==> src/rtl/baccarat_fsm_if.sv <==
// Sequencer <-> datapath bundle: card load strobes, hand scores and result lights.
// master = dealing sequencer, slave = card/score datapath.
interface baccarat_fsm_if;
    logic [3:0] pscore;
    logic [3:0] dscore;
    logic [3:0] pcard3;
    logic       load_pcard1;
    logic       load_pcard2;
    logic       load_pcard3;
    logic       load_dcard1;
    logic       load_dcard2;
    logic       load_dcard3;
    logic       player_win_light;
    logic       dealer_win_light;
    logic       hand_done;

    modport master (
        input  pscore, dscore, pcard3,
        output load_pcard1, load_pcard2, load_pcard3,
        output load_dcard1, load_dcard2, load_dcard3,
        output player_win_light, dealer_win_light, hand_done
    );

    modport slave (
        output pscore, dscore, pcard3,
        input  load_pcard1, load_pcard2, load_pcard3,
        input  load_dcard1, load_dcard2, load_dcard3,
        input  player_win_light, dealer_win_light, hand_done
    );
endinterface

==> src/rtl/baccarat_fsm.sv <==
// Baccarat dealing sequencer: one state step per slow_clock edge; third-card rules under BACCARAT_THIRD_CARD_EN.
// Latency: strobes/hand_done registered from state; win lights combinational on scores while DONE.
// Backpressure: none -- the datapath must settle scores one cycle after each load.
module baccarat_fsm (
    input  logic           slow_clock,
    input  logic           reset,
    baccarat_fsm_if.master bus
);
    typedef enum logic [3:0] {
        DEAL_P1 = 4'd0,
        DEAL_D1 = 4'd1,
        DEAL_P2 = 4'd2,
        DEAL_D2 = 4'd3,
        EVAL_P  = 4'd4,
        DEAL_P3 = 4'd5,
        EVAL_D  = 4'd6,
        DEAL_D3 = 4'd7,
        DONE    = 4'd8
    } state_t;

    state_t state_q, state_d;
    logic   load_pcard1_q, load_pcard1_d;
    logic   load_pcard2_q, load_pcard2_d;
    logic   load_pcard3_q, load_pcard3_d;
    logic   load_dcard1_q, load_dcard1_d;
    logic   load_dcard2_q, load_dcard2_d;
    logic   load_dcard3_q, load_dcard3_d;
    logic   hand_done_q,   hand_done_d;

`ifdef BACCARAT_THIRD_CARD_EN
    logic       natural;
    logic       dealer_draw;
    logic [3:0] pcard3_val;

    always_comb begin
        // Scores of 10-15 are out of contract and fall on the natural path.
        natural    = (bus.pscore >= 4'd8) || (bus.dscore >= 4'd8);
        pcard3_val = (bus.pcard3 >= 4'd10) ? 4'd0 : bus.pcard3;
        dealer_draw = 1'b0;
        case (bus.dscore)
            4'd0, 4'd1, 4'd2: dealer_draw = 1'b1;
            4'd3:             dealer_draw = (pcard3_val != 4'd8);
            4'd4:             dealer_draw = (pcard3_val >= 4'd2) && (pcard3_val <= 4'd7);
            4'd5:             dealer_draw = (pcard3_val >= 4'd4) && (pcard3_val <= 4'd7);
            4'd6:             dealer_draw = (pcard3_val == 4'd6) || (pcard3_val == 4'd7);
            default:          dealer_draw = 1'b0;
        endcase
    end
`endif

    always_comb begin
        state_d = DEAL_P1;
        case (state_q)
            DEAL_P1: state_d = DEAL_D1;
            DEAL_D1: state_d = DEAL_P2;
            DEAL_P2: state_d = DEAL_D2;
            DEAL_D2: state_d = EVAL_P;
`ifdef BACCARAT_THIRD_CARD_EN
            EVAL_P: begin
                if (natural)                    state_d = DONE;
                else if (bus.pscore <= 4'd5)    state_d = DEAL_P3;
                else if (bus.dscore <= 4'd5)    state_d = DEAL_D3;
                else                            state_d = DONE;
            end
            DEAL_P3: state_d = EVAL_D;
            EVAL_D:  state_d = dealer_draw ? DEAL_D3 : DONE;
            DEAL_D3: state_d = DONE;
`else
            EVAL_P:  state_d = DONE;
`endif
            DONE:    state_d = DONE;
            default: state_d = DEAL_P1;
        endcase

        // Outputs follow the next state so they come straight off flops.
        load_pcard1_d = (state_d == DEAL_P1);
        load_dcard1_d = (state_d == DEAL_D1);
        load_pcard2_d = (state_d == DEAL_P2);
        load_dcard2_d = (state_d == DEAL_D2);
`ifdef BACCARAT_THIRD_CARD_EN
        load_pcard3_d = (state_d == DEAL_P3);
        load_dcard3_d = (state_d == DEAL_D3);
`else
        load_pcard3_d = 1'b0;
        load_dcard3_d = 1'b0;
`endif
        hand_done_d   = (state_d == DONE);
    end

    always_ff @(posedge slow_clock or posedge reset) begin
        if (reset) begin
            state_q       <= DEAL_P1;
            load_pcard1_q <= 1'b1;
            load_pcard2_q <= 1'b0;
            load_pcard3_q <= 1'b0;
            load_dcard1_q <= 1'b0;
            load_dcard2_q <= 1'b0;
            load_dcard3_q <= 1'b0;
            hand_done_q   <= 1'b0;
        end else begin
            state_q       <= state_d;
            load_pcard1_q <= load_pcard1_d;
            load_pcard2_q <= load_pcard2_d;
            load_pcard3_q <= load_pcard3_d;
            load_dcard1_q <= load_dcard1_d;
            load_dcard2_q <= load_dcard2_d;
            load_dcard3_q <= load_dcard3_d;
            hand_done_q   <= hand_done_d;
        end
    end

    assign bus.load_pcard1      = load_pcard1_q;
    assign bus.load_pcard2      = load_pcard2_q;
    assign bus.load_pcard3      = load_pcard3_q;
    assign bus.load_dcard1      = load_dcard1_q;
    assign bus.load_dcard2      = load_dcard2_q;
    assign bus.load_dcard3      = load_dcard3_q;
    assign bus.hand_done        = hand_done_q;
    assign bus.player_win_light = hand_done_q && (bus.pscore >= bus.dscore);
    assign bus.dealer_win_light = hand_done_q && (bus.dscore >= bus.pscore);
endmodule

==> src/flat_wrapper.sv <==
// flat-port wrapper written by rule: the top's interface ports become plain ports
module baccarat_fsm_flat 
  (slow_clock, reset, bus_pscore, bus_dscore, bus_pcard3, bus_load_pcard1, bus_load_pcard2, bus_load_pcard3, bus_load_dcard1, bus_load_dcard2, bus_load_dcard3, bus_player_win_light, bus_dealer_win_light, bus_hand_done);
  baccarat_fsm_if bus_i ();
  input  logic slow_clock;
  input  logic reset;
  input wire logic [$bits(bus_i.pscore)-1:0] bus_pscore;
  input wire logic [$bits(bus_i.dscore)-1:0] bus_dscore;
  input wire logic [$bits(bus_i.pcard3)-1:0] bus_pcard3;
  output wire logic [$bits(bus_i.load_pcard1)-1:0] bus_load_pcard1;
  output wire logic [$bits(bus_i.load_pcard2)-1:0] bus_load_pcard2;
  output wire logic [$bits(bus_i.load_pcard3)-1:0] bus_load_pcard3;
  output wire logic [$bits(bus_i.load_dcard1)-1:0] bus_load_dcard1;
  output wire logic [$bits(bus_i.load_dcard2)-1:0] bus_load_dcard2;
  output wire logic [$bits(bus_i.load_dcard3)-1:0] bus_load_dcard3;
  output wire logic [$bits(bus_i.player_win_light)-1:0] bus_player_win_light;
  output wire logic [$bits(bus_i.dealer_win_light)-1:0] bus_dealer_win_light;
  output wire logic [$bits(bus_i.hand_done)-1:0] bus_hand_done;
  assign bus_i.pscore = bus_pscore;
  assign bus_i.dscore = bus_dscore;
  assign bus_i.pcard3 = bus_pcard3;
  assign bus_load_pcard1 = bus_i.load_pcard1;
  assign bus_load_pcard2 = bus_i.load_pcard2;
  assign bus_load_pcard3 = bus_i.load_pcard3;
  assign bus_load_dcard1 = bus_i.load_dcard1;
  assign bus_load_dcard2 = bus_i.load_dcard2;
  assign bus_load_dcard3 = bus_i.load_dcard3;
  assign bus_player_win_light = bus_i.player_win_light;
  assign bus_dealer_win_light = bus_i.dealer_win_light;
  assign bus_hand_done = bus_i.hand_done;
  baccarat_fsm u_core (.slow_clock(slow_clock), .reset(reset), .bus(bus_i));
endmodule
==> config.mk <==
export PLATFORM = sky130hd
export DESIGN_NAME = baccarat_fsm_flat
export DESIGN_NICKNAME = d
export VERILOG_FILES = /design/src/rtl/baccarat_fsm_if.sv /design/src/rtl/baccarat_fsm.sv /design/src/flat_wrapper.sv
export SDC_FILE = /design/constraint.sdc
export NUM_CORES = 1
export LEC_CHECK = 0
export ABC_AREA = 1
export BUFFER_PORTS_ARGS = -buffer_cell sky130_fd_sc_hd__buf_2
export CAP_MARGIN = 5
export CORE_AREA = 2 2 39 41
export CTS_CLUSTER_DIAMETER = 100
export DETAILED_ROUTE_END_ITERATION = 7
export DIE_AREA = 0 0 41 43
export GPL_ROUTABILITY_DRIVEN = 0
export GPL_TIMING_DRIVEN = 0
export PLACE_DENSITY = 0.76
export SLEW_MARGIN = 20
export SYNTH_ARGS = -nofsm -noshare
export SYNTH_HDL_FRONTEND = slang
export SYNTH_SLANG_ARGS = --single-unit
==> constraint.sdc <==
create_clock -name slow_clock -period 1.3 [get_ports slow_clock]
set_input_delay 0.195 -clock slow_clock [delete_from_list [all_inputs] [get_ports slow_clock]]
set_output_delay 0.195 -clock slow_clock [all_outputs]
set_load 0.005 [all_outputs]
==> run summary, run 1 <==
Status - completed
Tot Pwr - 0.593 mW
CTS Buf Count - 3
Die area - 1760 um^2
CP Class - primary input to primary output
Design area - 681 um^2
CP max stage cell - ha_1
Fill count - 133
Final hold vios - 0
Max Fanout on Critical Path - 2
Final Setup Violations - 0
Vias/cell - 4.32
Register area - 226 um^2
Most common cell after layout, fill and taps aside - buf_2
Residual DRC - 0
Final nets - 96
Synthesized instance count - 55
Clock transition at path regs - 60 ps
Tmin final - 1280 ps
Max Slew Vio Count - 0
WL per Instance - 10.4 um
Port bufs - 16
Startpoint types - primary input
Period utilization - 98.5%
Area contributors post-synth - dfrtp_1 41%, ha_1 10%, inv_1 8.5%
Commonest cells after routing, fill and taps aside - 15 x buf_2, 9 x inv_1, 8 x dfrtp_1
Core Util, Final - 49.2%
Distinct cell type count after synthesis - 19
Syn Area/Cell - 8.78 um^2
DP Area - 587 um^2
Flop and latch count out of synthesis - 9
Static Leak - 0.375 nW
Initial drt markers - 1
CTS tree - done
Pin count of the biggest net entering global routing - 10
Synthesized area - 483 um^2
Worst Path Required - 1110 ps
Number of diodes - 0
Vias in the first global route - 375
I/O Pins - 23
Yosys warns - 0
DIE HEIGHT - 43 um
DRT antenna net count - 0
Crit path largest cell delay - 290 ps
Die X - 41 um
CP delay by family, top - adder cells
Sequential group share of total power - 47.3%
Clk sinks - 9
Initial antenna violation count - 0
Post-synth top area share - 41.5%
Area grow syn2layout - 40.9%
Clk pwr share - 34.3%
Row cnt - 14
Area leader, netlist - dfrtp_1
GRT Total Usage - 11.8%
First-pass GRT wire length - 1.34 mm
Power Dens Cells - 871 nW/um^2
Starting Density - 34.9%
CP Capture Type - primary output
Fmax - 781 MHz
Final wirelength - 967 um
Htree depth - 1
Clk buf depth - 2
Sw power - 0.141 mW
Layout cells sized above 1 - 51.9%
Worst min path class - primary input to asynchronous set/reset pin
Sequential area share after synthesis - 46.9%
Critical path arrival - 1090 ps
Pre-Repair DR Iteration Count - 2
# Max-Cap Violations - 0
Area of the core - 1380 um^2
Crit-path cells - buf_2 -> ha_1 -> nand2_2 -> inv_2 -> nand2_2 -> nand2_1 -> a21oi_1 -> buf_2
Sw Share - 23.7%
CTS Root Cell - clkbuf_4
Detailed Place HPWL - 661 um
Buffers & Inverters on Critical Path - 3
Combinational power share - 18.4%
Internal Power - 0.452 mW
Clock Latency Late Sink - 250 ps
Total gr overflow - 0
DR vias - 402
Area of the multi-input gates - 238 um^2
Layout Skew - 5.12 ps
Worst IR Drop VDD - 0.407 mV
## synthesized netlist by cell type (all sizes together)
library cell,count
a21oi,2
buf,2
conb,1
dfrtp,8
dfstp,1
ha,4
inv,15
nand2,8
nand3,2
nor2,8
nor3,2
o21ai,1
or2,1
## final timing paths
check	startpoint	endpoint	slack, ps	depth (start not counted)
min in group slow_clock	u_core.state_q[0]	u_core.state_q[0]	550	1
worst min-delay path	reset	u_core.bus.load_pcard2	440	3
max in group asynchronous	reset	u_core.bus.load_pcard1	560	3
worst max-delay path	bus_pscore[2]	bus_dealer_win_light	20	8
worst min register to register	u_core.state_q[0]	u_core.state_q[0]	550	1
worst max register to register	u_core.state_q[0]	u_core.state_q[1]	350	4
## power groups by stage
stage | combinational [mW] | sequential (mW) | clock, mW
final | 0.109 | 0.280 | 0.204
after global routing | 0.121 | 0.280 | 0.227
after CTS | 0.0877 | 0.280 | 0.214
after detailed placement | 0.0738 | 0.285 | 0
after global placement | 0.0698 | 0.285 | 0
after floorplan | 0.0444 | 0.285 | 0
## flip-flops by register name, indices dropped and copies added, names as in the netlist
name	cells
u_core.bus.hand_done	1
u_core.bus.load_dcard1	1
u_core.bus.load_dcard2	1
u_core.bus.load_pcard1	1
u_core.bus.load_pcard2	1
u_core.state_q	4
## area by class of cell
| type | count | share of cell area [%] |
|---|---|---|
| well taps | 16 | 2.94 |
| plain buffers | 2 | 2.21 |
| multi-input cells | 30 | 34.9 |
| repair buffers | 17 | 14.2 |
| inverters | 15 | 8.64 |
| clock buffers | 4 | 3.86 |
| flip-flops and latches | 9 | 33.3 |
## through the flow
| step | worst slack (ps) | hold WS [ps] | instances | TNS [ps] |
|---|---|---|---|---|
| after detailed placement | -66.4 | 165 | 88 | -93.5 |
| after global routing | -11.2 | 475 | 93 | -11.2 |
| final | 18.9 | 436 | 93 | 0 |
| after CTS | 8.21 | 437 | 93 | 0 |
| after global placement | -6.15 | 159 | 88 | -6.15 |
| after floorplan | 221 | 22.2 | 56 | 0 |
## logic make-up after synthesis
group / after synthesis / synth area share (%)
other: 1 / 0.776
and+or+nand+nor: 21 / 22.8
adders and majority gates: 4 / 10.4
AOI/OAI and AO/OA: 3 / 3.89
DFF: 9 / 46.9
buffers and inverters: 17 / 15.3
## layer usage
metal / routed length, um / track usage (%) / up-vias
met5: 0 / 0 / -
met4: 0 / 8.00 / 0
met3: 56 / 1.57 / 0
met2: 578 / 22.5 / 14
met1: 332 / 9.56 / 184
li1: - / - / 204
## tightest hold or removal path, stage by stage
cell and delay [ps]:
dlygate4sd3_1 530, buf_2 120, inv_1 250
## repair_timing
| action | in CTS | in global routing |
|---|---|---|
| pin swaps | 2 | 6 |
| hold endpoints to repair | 8 | 0 |
| gates resized for setup | 4 | 7 |
| hold buffers | 1 | 0 |
| setup endpoints to repair | 2 | 2 |
| setup buffers | 0 | 0 |
No activity file was read; power rests on OpenSTA's default activity.
==> run 2, diff against run 1 <==
- ABC_AREA: 1 -> default
- PLACE_DENSITY: 0.76 -> 0.74
==> run summary, run 2 <==
Area grow syn2layout - 38.5%
# Max-Cap Violations - 0 (unchanged)
Worst min path class - primary input to asynchronous set/reset pin
Initial antenna violation count - 0 (unchanged)
Sw power - 0.127 mW (-9.7%)
CTS Root Cell - clkbuf_4
Starting Density - 32.9% (-2.0 points)
Fmax - 743 MHz (-4.9%)
Fill count - 130 (-2.3%)
RSZ-0062 raised after global routing - yes
Worst Path Required - 1110 ps (about the same)
CP Capture Type - primary output
Port bufs - 16 (unchanged)
Residual DRC - 0 (unchanged)
CTS tree - done
Htree depth - 1 (unchanged)
Final Setup Violations - 1 (+1)
Placed Instances - 74 (-16%)
WL per Instance - 10.5 um (+0.68%)
Most common cell after layout, fill and taps aside - buf_2
Detailed Place HPWL - 636 um (-3.9%)
Register area - 226 um^2 (unchanged)
EDFF count, synth - 0 (unchanged)
Worst setup margin - -46.7 ps (-65.6 ps)
Die area - 1760 um^2 (unchanged)
Static Leak - 0.337 nW (-10%)
I/O Pins - 23 (unchanged)
Yosys warns - 0 (unchanged)
First-pass GRT wire length - 1.24 mm (-7.2%)
Critical path arrival - 1150 ps (+60 ps)
Final nets - 82 (-15%)
Async SR Flop Fraction - 100% (unchanged)
Startpoint types - primary input
CP Class - primary input to primary output
Clk buf depth - 2 (unchanged)
CP max stage cell - ha_4
Sequential group share of total power - 48.8% (+1.5 points)
Crit path largest cell delay - 250 ps (-40 ps)
Area contributors post-synth - dfrtp_1 44%, ha_1 11%, dfstp_2 5.8%
Post-CTS Setup Repair Bufs - 0 (unchanged)
Final hold vios - 0 (unchanged)
Area of the core - 1380 um^2 (unchanged)
Sequential area share after synthesis - 49.7% (+2.8 points)
Layout Skew - 0.237 ps (-4.88 ps)
WHS - 428 ps (-8.49 ps)
Area of the multi-input gates - 215 um^2 (-9.5%)
Pre-Repair DR Iteration Count - 2 (unchanged)
Flop and latch count out of synthesis - 9 (unchanged)
Layout cells sized above 1 - 47.6% (-4.3 points)
GRT Total Usage - 10.8% (-0.94 points)
Clock Latency Late Sink - 250 ps (about the same)
Initial drt markers - 1 (unchanged)
Core Util, Final - 45.6% (-3.6 points)
Worst IR Drop VDD - 0.464 mV (+14%)
Number of diodes - 0 (unchanged)
Top reg by flops - u_core.state_q
Clk sinks - 9 (unchanged)
Vias in the first global route - 336 (-10%)
Clk pwr share - 36.3% (+2.0 points)
Tmin final - 1350 ps (+65.6 ps)
Power Dens Cells - 911 nW/um^2 (+4.5%)
Tot Pwr - 0.574 mW (-3.1%)
Max Fanout on Critical Path - 2 (unchanged)
Internal Power - 0.447 mW (-1.1%)
Period utilization - 104% (+5.0 points)
CTS Buf Count - 3 (unchanged)
Post-route insts no fill - 79 (-15%)
Pin count of the biggest net entering global routing - 10 (unchanged)
Distinct cell type count after synthesis - 24 (+5)
DIE HEIGHT - 43 um (unchanged)
Post-synth top area share - 44.0% (+2.5 points)
Combinational power share - 14.9% (-3.5 points)
DRT antenna net count - 0 (unchanged)
Area leader, netlist - dfrtp_1
Commonest cells in the netlist - 8 x dfrtp_1, 6 x inv_1, 4 x ha_1, 2 x buf_4, 2 x nor3_1
Commonest cells after routing, fill and taps aside - 14 x buf_2, 8 x dfrtp_1, 5 x inv_1
Most frequent cell after synthesis - dfrtp_1
Dominant synthesized flop cell - dfrtp_1
Die X - 41 um (unchanged)
Synthesized instance count - 41 (-25%)
Clock transition at path regs - 60 ps (about the same)
Crit-path cells - buf_6 -> inv_4 -> ha_4 -> nor2b_4 -> o211ai_1 -> a31o_2 -> buf_2
Total gr overflow - 0 (unchanged)
Vias/cell - 4.62 (+6.9%)
Status - finished, violations left
Sw Share - 22.1% (-1.6 points)
Max Slew Vio Count - 0 (unchanged)
Failing checks - negative setup slack
Row cnt - 14 (unchanged)
Final wirelength - 827 um (-14%)
Setup WS pre-CTS - -142 ps (-75.3 ps)
Synthesized area - 455 um^2 (-5.7%)
DR vias - 365 (-9.2%)
Largest register FFs - 4 (unchanged)
Syn Area/Cell - 11.1 um^2 (+27%)
-- run 2: per-layer routing --
layer	global-route usage [%]	vias to the layer above	wire length (um)
met1	10.5	169	334
met4	8.00	0	7
li1	-	180	-
met2	18.8	14	418
met3	1.57	2	66
met5	0	-	0
-- run 2: path summary, 6_finish.rpt --
path                                        start  slack [ps]  cells after the start                     end
worst max-delay path                bus_dscore[1]         -50                      7    bus_dealer_win_light
worst min-delay path                        reset         430                      3  u_core.bus.load_dcard2
worst min register to register  u_core.state_q[0]         590                      1       u_core.state_q[3]
max in group asynchronous                   reset         580                      3  u_core.bus.load_pcard1
min in group slow_clock         u_core.state_q[0]         590                      1       u_core.state_q[3]
worst max register to register  u_core.state_q[2]         240                      3       u_core.state_q[1]
-- run 2: cell families (layout without fill, tap and decap cells) --
logic type | count (synthesis) | in the layout | share of synthesized area, %
and+or+nand+nor | 12 | 12 | 19.5
DFF | 9 | 9 | 49.7
buffers and inverters | 8 | 29 | 8.24
AOI/OAI and AO/OA | 6 | 6 | 8.79
adders and majority gates | 4 | 4 | 11.0
other | 1 | 2 | 0.823
xor gates and xnor gates | 1 | 1 | 1.92
-- run 2: cell type report --
class                           instances  share of cell area (%)
Tap cell                               16                    3.17
Timing Repair Buffer                   17                    16.3
Sequential cell                         9                    35.9
Inverter                                6                    3.97
Multi-Input combinational cell         25                    34.1
Clock buffer                            4                    4.17
Buffer                                  2                    2.38
-- run 2: timing repair --
| action | in CTS | in global routing |
|---|---|---|
| hold endpoints to repair | 8 | 0 |
| pin swaps | 4 | 2 |
| setup endpoints to repair | 2 | 2 |
| hold buffers | 1 | 0 |
| gates resized for setup | 5 | 1 |
| cloned | 0 | 0 |
-- run 2: power groups by stage --
stage               logic, mW  clock network, mW  registers [mW]
floorplan              0.0407                  0           0.285
global placement       0.0663                  0           0.285
detailed placement     0.0702                  0           0.285
CTS                    0.0818              0.213           0.280
global route           0.0987              0.227           0.280
finish                 0.0854              0.209           0.280
-- run 2: metrics by stage --
| stage | instance area (um^2) | setup TNS [ps] |
|---|---|---|
| floorplan | 459 | 0 |
| global placement | 559 | -150 |
| detailed placement | 559 | -239 |
| CTS | 623 | -77.4 |
| global route | 631 | -170 |
| finish | 631 | -46.7 |
-- run 2: worst max-delay path: cells and delay by family --
family | cells | cell delay [ps]
AOI/OAI and AO/OA | 2 | 360
adders and majority gates | 1 | 250
and+or+nand+nor | 1 | 120
buffers and inverters | 3 | 220
==> run 3, diff against run 2 <==
==> constraint.sdc (replaced) <==
create_clock -name slow_clock -period 1.3 [get_ports slow_clock]
set_input_delay 0.065 -clock slow_clock [delete_from_list [all_inputs] [get_ports slow_clock]]
set_output_delay 0.065 -clock slow_clock [all_outputs]
set_load 0.005 [all_outputs]
==> run summary, run 3 (synthesized netlist as in run 2, its figures left out) <==
Status - completed
Clock Latency Late Sink - 250 ps (about the same)
Max Slew Vio Count - 0 (unchanged)
Sw power - 0.123 mW (-3.1%)
Total gr overflow - 0 (unchanged)
Fmax - 853 MHz (+15%)
Wl on met1 - 341 um (+2.1%)
I/O Pins - 23 (unchanged)
Worst Path Required - 1240 ps (+130 ps)
Tmin final - 1170 ps (-174 ps)
Top Layer Used - met4
DRT antenna net count - 0 (unchanged)
Period utilization - 90.2% (-13 points)
Detailed Place HPWL - 636 um (unchanged)
Pin count of the biggest net entering global routing - 10 (unchanged)
Top reg by flops - u_core.state_q
Internal Power - 0.437 mW (-2.3%)
Sum Neg Setup Slack - 0 ps (+46.7 ps)
Htree depth - 1 (unchanged)
Final hold vios - 0 (unchanged)
First-pass GRT wire length - 1.24 mm (unchanged)
Clk sinks - 9 (unchanged)
Register area - 226 um^2 (unchanged)
Commonest cells after routing, fill and taps aside - 16 x buf_2, 8 x dfrtp_1, 6 x inv_1
DR WL met3 - 64 um (-3.0%)
Layout Skew - 0.237 ps (unchanged)
Wire length on met2 - 399 um (-4.5%)
Combinational power share - 12.7% (-2.2 points)
Worst min path class - primary input to asynchronous set/reset pin
DR vias - 360 (-1.4%)
DP Area - 559 um^2 (unchanged)
Initial drt markers - 1 (unchanged)
Design area - 596 um^2 (-5.6%)
Final wirelength - 813 um (-1.7%)
Post-CTS sizing - 0 (-5)
RSZ-0062 raised after global routing - no
Vias/cell - 4.56 (-1.4%)
Clk buf depth - 2 (unchanged)
Max Fanout on Critical Path - 2 (unchanged)
Static Leak - 0.328 nW (-2.6%)
Pre-Repair DR Iteration Count - 2 (unchanged)
Sequential group share of total power - 50.1% (+1.3 points)
Fill count - 136 (+4.6%)
Clock transition at path regs - 60 ps (about the same)
CP Class - primary input to primary output
CP Capture Type - primary output
Largest register FFs - 4 (unchanged)
Number of diodes - 0 (unchanged)
Clk pwr share - 37.3% (+1.0 points)
WL per Instance - 10.3 um (-1.7%)
Initial antenna violation count - 0 (unchanged)
CTS Root Cell - clkbuf_4
# Max-Cap Violations - 0 (unchanged)
DIE HEIGHT - 43 um (unchanged)
GRT Total Usage - 10.8% (unchanged)
Most common cell after layout, fill and taps aside - buf_2
Power Dens Cells - 940 nW/um^2 (+3.2%)
CTS tree - done
Die area - 1760 um^2 (unchanged)
Area of the core - 1380 um^2 (unchanged)
Die X - 41 um (unchanged)
CTS Buf Count - 3 (unchanged)
Post-CTS Setup Repair Bufs - 0 (unchanged)
Cts hold-fix bufs - 1 (unchanged)
Worst IR Drop VDD - 0.457 mV (-1.5%)
Residual DRC - 0 (unchanged)
Area of the multi-input gates - 195 um^2 (-9.3%)
Final Setup Violations - 0 (-1)
Final nets - 82 (unchanged)
Vias in the first global route - 331 (-1.5%)
Starting Density - 32.9% (unchanged)
Critical path arrival - 1110 ps (-40 ps)
Port bufs - 16 (unchanged)
Row cnt - 14 (unchanged)
Layout cells sized above 1 - 42.9% (-4.8 points)
Startpoint types - primary input
Sw Share - 22.0% (-0.15 points)
Area grow syn2layout - 30.8%
-- run 3: cell counts in the layout (fill, tap and decap cells not counted) --
Identical to the previous run, type by type.
-- run 3: area by class of cell --
class                   count  share of cell area, %
flip-flops and latches      9                   38.0
multi-input cells          25                   32.8
repair buffers             17                   15.1
clock buffers               4                   4.41
inverters                   6                   3.78
well taps                  16                   3.36
plain buffers               2                   2.52
-- run 3: final timing paths --
path | start | end | slack [ps] | cells after the start
max reg2reg | u_core.state_q[2] | u_core.state_q[1] | 240 | 3
max in group asynchronous | reset | u_core.bus.load_pcard1 | 710 | 3
min reg2reg | u_core.state_q[0] | u_core.state_q[3] | 590 | 1
min | reset | u_core.bus.load_dcard2 | 300 | 3
max | bus_dscore[1] | bus_dealer_win_light | 130 | 7
min in group slow_clock | u_core.state_q[0] | u_core.state_q[3] | 590 | 1
-- run 3: metal layers --
layer	global-route usage, %	vias to the layer above
met3	1.57	2
li1	-	180
met2	18.8	14
met5	0	-
met1	10.5	164
met4	8.00	0
-- run 3: critical path, cell delays in order --
cell,delay (ps)
buf_2,70
inv_1,30
ha_1,290
nor2b_1,130
o211ai_1,220
a31o_2,190
buf_2,100
-- run 3: through the flow --
| step | setup slack (ps) | power (mW) | utilization, % | hold WS, ps | std cells |
|---|---|---|---|---|---|
| after global placement | 163 | 0.352 | 40.4 | 28.1 | 74 |
| after CTS | 113 | 0.566 | 43.0 | 307 | 79 |
| after floorplan | 323 | 0.326 | - | -108 | 42 |
| after detailed placement | 118 | 0.356 | 40.4 | 34.5 | 74 |
| after global routing | 39.3 | 0.591 | 43.0 | 346 | 79 |
| final | 127 | 0.560 | 43.0 | 298 | 79 |
-- run 3: power by group through the flow --
stage	combinational [mW]	clock, mW	sequential [mW]
2_1_floorplan	0.0407	0	0.285
3_5_place_dp	0.0702	0	0.285
3_3_place_gp	0.0663	0	0.285
5_1_grt	0.0844	0.227	0.280
4_1_cts	0.0730	0.213	0.280
6_report	0.0711	0.209	0.280
